[src/rtl/traffic_light_monitor.sv]
// traffic_light_monitor: passive checker for a two-direction traffic light.
// Tracks the NS/EW phase sequence, times every phase, latches the first
// safety/timing violation until reset and counts completed NS-to-NS cycles.
// Optional feature macro: TLM_ALLRED_EN (allows a short all-red gap after
// either yellow before the opposite green).
module traffic_light_monitor #(
  parameter int GREEN_MIN  = 4,
  parameter int GREEN_MAX  = 16,
  parameter int YELLOW_CYC = 2,
  parameter int ALLRED_MAX = 2,
  parameter int CNT_W      = 8
) (
  input  logic             clk,
  input  logic             rst,
  input  logic             ns_g,
  input  logic             ns_y,
  input  logic             ns_r,
  input  logic             ew_g,
  input  logic             ew_y,
  input  logic             ew_r,
  output logic             sync,
  output logic [2:0]       phase,
  output logic             err,
  output logic [2:0]       err_code,
  output logic [CNT_W-1:0] cycles
);

  typedef enum logic [2:0] {
    ST_SYNC   = 3'd0,
    ST_NSG    = 3'd1,
    ST_NSY    = 3'd2,
    ST_EWG    = 3'd3,
    ST_EWY    = 3'd4,
    ST_ALLRED = 3'd5,
    ST_FAULT  = 3'd7
  } phase_t;

  // Decoded lamp pattern; PAT_BAD means a direction without exactly one lamp.
  typedef enum logic [2:0] {
    PAT_BAD, PAT_NSG, PAT_NSY, PAT_EWG, PAT_EWY, PAT_AR, PAT_CONFLICT
  } pat_t;

  localparam logic [CNT_W-1:0] G_MIN  = CNT_W'(GREEN_MIN);
  localparam logic [CNT_W-1:0] G_MAX  = CNT_W'(GREEN_MAX);
  localparam logic [CNT_W-1:0] Y_CYC  = CNT_W'(YELLOW_CYC);
  localparam logic [CNT_W-1:0] ONE    = CNT_W'(1);

  phase_t           state, state_nx;
  pat_t             pat;
  logic [CNT_W-1:0] dur, dur_nx, cyc_nx;
  logic             sync_nx;
  logic [2:0]       code;
  logic             ns_ok, ew_ok;

`ifdef TLM_ALLRED_EN
  localparam logic [CNT_W-1:0] AR_MAX = CNT_W'(ALLRED_MAX);
  // Remembers which yellow led into ALLRED, selecting the required next green.
  logic ar_ns, ar_ns_nx;
`endif

  function automatic logic [CNT_W-1:0] sat_inc(input logic [CNT_W-1:0] v);
    return (&v) ? v : v + ONE;
  endfunction

  // A case match never succeeds on X/Z bits, so unknown lamps decode as bad.
  function automatic logic one_lamp(input logic [2:0] l);
    logic ok;
    case (l)
      3'b001, 3'b010, 3'b100: ok = 1'b1;
      default:                ok = 1'b0;
    endcase
    return ok;
  endfunction

  assign ns_ok = one_lamp({ns_g, ns_y, ns_r});
  assign ew_ok = one_lamp({ew_g, ew_y, ew_r});
  assign phase = state;

  // Classify the sampled lamps into one legal pattern, a conflict or bad.
  always_comb begin
    pat = PAT_BAD;
    if (ns_ok && ew_ok) begin
      if (ns_r && ew_r)  pat = PAT_AR;
      else if (ew_r)     pat = ns_g ? PAT_NSG : PAT_NSY;
      else if (ns_r)     pat = ew_g ? PAT_EWG : PAT_EWY;
      else               pat = PAT_CONFLICT;
    end
  end

  // Next phase, duration, cycle count and lowest-numbered violation code.
  always_comb begin
    state_nx = state;
    dur_nx   = dur;
    cyc_nx   = cycles;
    sync_nx  = sync;
    code     = 3'd0;
`ifdef TLM_ALLRED_EN
    ar_ns_nx = ar_ns;
`endif
    if (state != ST_FAULT) begin
      if (pat == PAT_BAD)           code = 3'd1;
      else if (pat == PAT_CONFLICT) code = 3'd2;
      else begin
        case (state)
          ST_SYNC: begin
            if (pat == PAT_NSG || pat == PAT_EWG) begin
              state_nx = (pat == PAT_NSG) ? ST_NSG : ST_EWG;
              dur_nx   = ONE;
              sync_nx  = 1'b1;
            end
          end
          ST_NSG, ST_EWG: begin
            if (pat == ((state == ST_NSG) ? PAT_NSG : PAT_EWG)) begin
              // dur already equals GREEN_MAX: this is one sample too many.
              if (dur >= G_MAX) code = 3'd5;
              else              dur_nx = sat_inc(dur);
            end else if (pat == ((state == ST_NSG) ? PAT_NSY : PAT_EWY)) begin
              if (dur < G_MIN) code = 3'd4;
              else begin
                state_nx = (state == ST_NSG) ? ST_NSY : ST_EWY;
                dur_nx   = ONE;
              end
            end else if (pat == PAT_AR) begin
              code = (dur < G_MIN) ? 3'd4 : 3'd7;
            end else begin
              code = 3'd3;
            end
          end
          ST_NSY, ST_EWY: begin
            if (pat == ((state == ST_NSY) ? PAT_NSY : PAT_EWY)) begin
              if (dur >= Y_CYC) code = 3'd6;
              else              dur_nx = sat_inc(dur);
            end else if (pat == ((state == ST_NSY) ? PAT_EWG : PAT_NSG)) begin
              if (dur != Y_CYC) code = 3'd6;
              else begin
                state_nx = (state == ST_NSY) ? ST_EWG : ST_NSG;
                dur_nx   = ONE;
                if (state == ST_EWY) cyc_nx = sat_inc(cycles);
              end
            end else if (pat == PAT_AR) begin
              if (dur != Y_CYC) code = 3'd6;
`ifdef TLM_ALLRED_EN
              else begin
                state_nx = ST_ALLRED;
                dur_nx   = ONE;
                ar_ns_nx = (state == ST_NSY);
              end
`else
              else code = 3'd7;
`endif
            end else begin
              code = 3'd3;
            end
          end
`ifdef TLM_ALLRED_EN
          ST_ALLRED: begin
            if (pat == PAT_AR) begin
              if (dur >= AR_MAX) code = 3'd7;
              else               dur_nx = sat_inc(dur);
            end else if (pat == (ar_ns ? PAT_EWG : PAT_NSG)) begin
              state_nx = ar_ns ? ST_EWG : ST_NSG;
              dur_nx   = ONE;
              if (!ar_ns) cyc_nx = sat_inc(cycles);
            end else begin
              code = 3'd3;
            end
          end
`endif
          default: ;
        endcase
      end
      if (code != 3'd0) state_nx = ST_FAULT;
    end
  end

  // Registered state and outputs; the first violation code is latched for good.
  always_ff @(posedge clk or negedge rst) begin
    if (!rst) begin
      state    <= ST_SYNC;
      dur      <= '0;
      cycles   <= '0;
      sync     <= 1'b0;
      err      <= 1'b0;
      err_code <= 3'd0;
`ifdef TLM_ALLRED_EN
      ar_ns    <= 1'b0;
`endif
    end else begin
      state  <= state_nx;
      dur    <= dur_nx;
      cycles <= cyc_nx;
      sync   <= sync_nx;
`ifdef TLM_ALLRED_EN
      ar_ns  <= ar_ns_nx;
`endif
      if (code != 3'd0) begin
        err      <= 1'b1;
        err_code <= code;
      end
    end
  end

endmodule

[config.mk]
export PLATFORM = sky130hd
export DESIGN_NAME = traffic_light_monitor
export DESIGN_NICKNAME = d
export VERILOG_FILES = /design/src/rtl/traffic_light_monitor.sv
export SDC_FILE = /design/constraint.sdc
export NUM_CORES = 1
export LEC_CHECK = 0
export CAP_MARGIN = 20
export CORE_ASPECT_RATIO = 0.75
export CORE_MARGIN = 2
export CORE_UTILIZATION = 50
export DETAILED_ROUTE_END_ITERATION = 16
export GPL_TIMING_DRIVEN = 0
export HOLD_SLACK_MARGIN = 0.06
export PLACE_DENSITY = 0.76
export SLEW_MARGIN = 15
export SYNTH_ARGS = -nofsm -noshare
export SYNTH_HDL_FRONTEND = slang
export SYNTH_SLANG_ARGS = --single-unit
[constraint.sdc]
create_clock -name clk -period 2.6 [get_ports clk]
set_clock_uncertainty 0.15 [all_clocks]
set_input_delay 0.65 -clock clk [delete_from_list [all_inputs] [get_ports clk]]
set_output_delay 0.65 -clock clk [all_outputs]
set_load 0.01 [all_outputs]
Word level (Yosys, flattened, before mapping) --
Cells that the tools add are included.
Cells by class: mux-type cells 52, eq/ne operators 36, order comparisons 3, reductions and logical operators 19, bitwise logic cells 5, $add $sub $neg 2
Operators with widths (count):
- two-way mux 3 bit | 31
- two-way mux 8 bit | 10
- inequality test 3 bit (second input constant) | 14
- case mux 8 bit (3 select lines) | 1
- AND reduction 11 bit | 2
- adder 8 x 1 -> 8 bit (second input constant) | 2
- AND reduction 8 bit | 2
- equality test 3 x 2 -> 1 bit (second input constant) | 5
- equality test 3 bit (second input constant) | 5
- equality test 3 x 1 -> 1 bit (second input constant) | 4
- two-way mux 2 bit | 5
- equality test 3 bit | 3
- case mux 3 bit (3 select lines) | 1
- AND reduction 9 bit | 1
- nonzero test 3 bit | 3
- >= comparator 8 x 2 -> 1 bit (second input constant) | 1
- >= comparator 8 x 5 -> 1 bit (second input constant) | 1
- < comparator 8 x 3 -> 1 bit (second input constant) | 1
- inequality test 8 x 2 -> 1 bit (second input constant) | 1
- logical NOT 3 bit | 2
- case mux 3 bit (2 select lines) | 1
- OR reduction 3 bit | 2
- inverter 1 bit | 5
- AND reduction 5 bit | 1
- other kinds (8) | 13
Word-level totals: input port bits 8, register bits after elaboration 24, output and inout bits 16, logic and storage cells 123

Longest topological paths before layout --
Gate-level depths: netlist (run 1).
word-level depth 16, mapped depth 9, mapped depth without buffers 7

Least setup slack after synthesis (run 1) --
OpenSTA, ideal clock, no wires.
path kind input to register, start input port ew_g, end register dur[0], setup time 0.125 ns, path buffers 2, stages 9, data required time 2.325 ns, slack -0.395 ns, arrival time 2.720 ns, path through buf_2 > xnor2_1 > or4_4 > a221oi_2 > a31oi_1 > o41ai_2 > buf_6 > nand4_1 > mux2_2
Between the ends: longest elaborated chain between the ends 9, elaborated cells between the ends (all ways) 33, classes of those cells 17 x eq/ne; 9 x mux; 2 x bitwise; 5 x reduce/logical
RTL lines:
- start, declared | RTL line 18 | input logic ew_g,
- equality test 3 x 1 -> 1 bit, or another cell as far along | RTL line 68 | case (l)
- OR reduction 3 bit / two-way mux 3 bit (equally long branches) | RTL line 68, 85
- two-way mux 1 bit / two-way mux 3 bit (equally long branches) | RTL line 68, 84
- logical AND 1 bit / two-way mux 3 bit (equally long branches) | RTL line 82, 83
- two-way mux 3 bit (*) | RTL line 82 | if (ns_ok && ew_ok) begin
- equality test 3 x 1 -> 1 bit / equality test 3 x 2 -> 1 bit (equally long branches) | RTL line 106 | if (pat == PAT_NSG || pat == PAT_EWG) begin
- logical OR 1 bit | RTL line 106
- inequality test 2 bit (no source line)
- AND reduction 11 bit (no source line)
- end signal, assigned | RTL line 190 | dur <= dur_nx;
- end, declared | RTL line 50 | logic [CNT_W-1:0] dur, dur_nx, cyc_nx;
Every way passes the cells marked *; elsewhere a longest branch is shown, timed or not. A chain may end at the register's enable or synchronous reset.

Final worst setup path (run 1) --
start register dur[4], end register dur[0]
Between the ends: longest elaborated chain between the ends 5, elaborated cells between the ends (all ways) 16, classes of those cells 3 x order compare; 5 x eq/ne; 6 x mux; 2 x reduce/logical
RTL lines:
- branches (longest 5 deep; another with >= comparator 8 x 2 -> 1 bit)
Several ways; the timed one is not identified. The select of a mux whose other input is x is not followed.

==> run metrics, run 1 <==
CTS tree yes; Final WS setup -364 ps; H-tree Lvls 1; Most used DFF post-synth dfrtp_1; mapped cell area 1890 µm²; mux cell area share after synthesis 1.72%; Synth area leaders dfrtp_1, xnor2_1, nor2_1, nand2_1, nand4_1; most common cell after layout, fill and taps aside dfrtp_1; GRT Overall Usage 27.6%; number of synthesized flops with an enable pin 0; Top Ports 24; number of port buffers 21; fin. max-slew vios 0; vias in the first global route 1907; largest net degree at the start of global routing 25; Design Power 0.727 mW; CTS Sinks 24; Setup violations, final 23; actual slew at the worst max-slew pin 562 ps; Root Driver clkbuf_8; antenna viol nets, final 0; Final Critical Period 2960 ps; Static Leak 1.12 nW; clk buf depth 2; Critical Path RT 2610 ps; fraction of layout cells with a size suffix above 1 about a third; Syn Area/Cell between 8 and 9 µm²; die span in y approximately 57 µm; Worst Path Arrival roughly 3000 ps; endpoints failing hold 0; Starting Density 52.0%; drt total wl 5.93 mm; post-synth cell types 61; largest family of logic cells by synthesized area simple AND/OR/NAND/NOR gates; P per Cell Area 264 nW/µm²; min-delay worst type primary input to async pin; FF+latch count, synth 24; YS warnings 0; DIE WIDTH 75.0 µm; per-cell routed wire length 18.5 µm; Tcrit/Tclk final 114%; kind of critical path register to register; critical path startpoint category register; Worst setup EP type register; Synth Area in Compound Gates 24.2%; top cell type's share of synthesized area 31.8%; Rel. slew slack 62.2%; # rows 19; Worst-path clk slew 80 ps; Layout area overhead 45.9%; Max Clock Freq 337 MHz; RD Place Congestion about 0.95; simple logic cell fraction of the synthesized area between 30% and 40%; Syn Nets 226; DR pass1 iterations 6; failing checks negative setup slack; vias post-DR ~2.0k; Post-route DRC 0; sequential area share after synthesis 31.8%; Synth async-reset ratio 100%; CORE AREA 3640 µm²; Net count, final roughly 280; Post-Synth XOR/XNOR Area under 10%; Die ar. ~4300 µm²; hpwl dp between 3 and 4 mm; most frequent cells in the layout dfrtp_1, buf_4, nor2_1; drt initial violations approximately 190; Yosys top cell by area dfrtp_1; RSZ-0062 raised after global routing true; Vias/cell 6.38; initial antenna violation count 0; Antenna Cells 0; total global routing overflow 0; Clk Latency, worst-skew pair 270 ps; outcome complete, but fails checks; # Max-Cap Violations 0; Fin Hold WS 197 ps; CTS Buf Count 3; first-pass GRT wire length 9.22 mm; area share of fa/ha/maj cells after synthesis under 10%; Peak supply drop 0.262 mV; Post-Syn Instances about 220; Worst Path Max Fanout 7
==> flip-flops by register name, summed over array words and instances (netlist names) <==
register,count
cycles,8
sync,1
phase,3
err_code,3
dur,8
err,1
==> power breakdown <==
group          internal [mW]  switching [mW]  total, mW
logic                 0.0597          0.0771      0.137
clock network          0.104           0.113      0.217
registers              0.373        0.000269      0.373
total                  0.536           0.191      0.727
==> stage by stage <==
stage               utilization, %  instance area (µm²)  setup TNS (ps)  instances  setup WS [ps]
floorplan                        -                 1940           -4350        215           -361
global placement              60.9                 2210          -23010        288          -1180
detailed placement            60.9                 2210          -23060        288          -1190
CTS                           71.3                 2590           -5230        311           -300
global route                  75.8                 2760           -7680        321           -427
finish                        75.8                 2760           -5910        321           -364
==> area by class of cell <==
type                            instances  area (µm²)
Clock buffer                            3        41.3
Fill cell                             251         880
Sequential cell                        24         601
Buffer                                 10        87.6
Inverter                                9        33.8
Timing Repair Buffer                   51         457
Multi-Input combinational cell        172        1470
Tap cell                               52        65.1
==> cell families (layout without fill, tap and decap cells) <==
group           count (synthesis)  in the layout
flops                          24             24
mux                             3              3
xor+xnor                       12             12
simple gates                   96             96
fa+ha+maj                       3              3
buf+inv                        19             73
compound gates                 58             58
==> worst paths after layout <==
check	startpoint	to	slack, ps	cells past startpoint
worst max-delay path	dur[4]	dur[0]	-360	9
worst min-delay path	rst	dur[1]	200	1
worst max register to register	dur[4]	dur[0]	-360	9
worst min register to register	err	err	320	1
max in group asynchronous	rst	cycles[7]	1740	1
min in group clk	err	err	320	1
==> worst max-delay path, stage by stage (launching register included) <==
cell	delay, ps
dfrtp_1	400
or4_4	560
or4b_4	540
buf_6	150
nor3_4	250
a211oi_4	140
o41ai_4	100
buf_6	200
nand4_1	90
mux2_4	270
==> per-layer routing <==
metal	vias to the layer above	track usage [%]	share of wire, %
li1	915	-	-
met1	984	41.5	43
met2	128	40.4	45
met3	22	7.42	9.5
met4	0	5.10	1.7
met5	-	0	0
==> what timing repair did <==
action,4_1_cts,5_1_grt
hold buffers,0,0
gates resized for setup,57,20
gates cloned,0,0
pin swaps,19,18
setup buffers,20,12
setup endpoints to repair,23,23
==> synthesized netlist by cell type, drive strengths merged, types with 3 or more instances <==
master   instances
a211oi           5
a21o             3
a21oi            9
a31oi            6
and3             7
buf              5
clkbuf           5
dfrtp           24
ha               3
inv              9
nand2           18
nand2b           3
nand3            7
nand4            9
nor2            20
nor2b            5
nor3             6
nor4             3
o2111ai          3
o21ai            8
or2              4
xnor2           10
Power figures use the tool's default switching activity.
==> run 2, diff against run 1 <==
CTS_BUF_LIST = sky130_fd_sc_hd__clkbuf_8 sky130_fd_sc_hd__clkbuf_16   (was unset)
==> results of run 2 <==
The final DEF is identical to that of run 1; final timing and power are the same.
==> run 3, diff against run 2 <==
SETUP_SLACK_MARGIN = 0.02   (was unset)
==> results of run 3 <==
The final DEF is identical to that of run 1; final timing and power are the same.
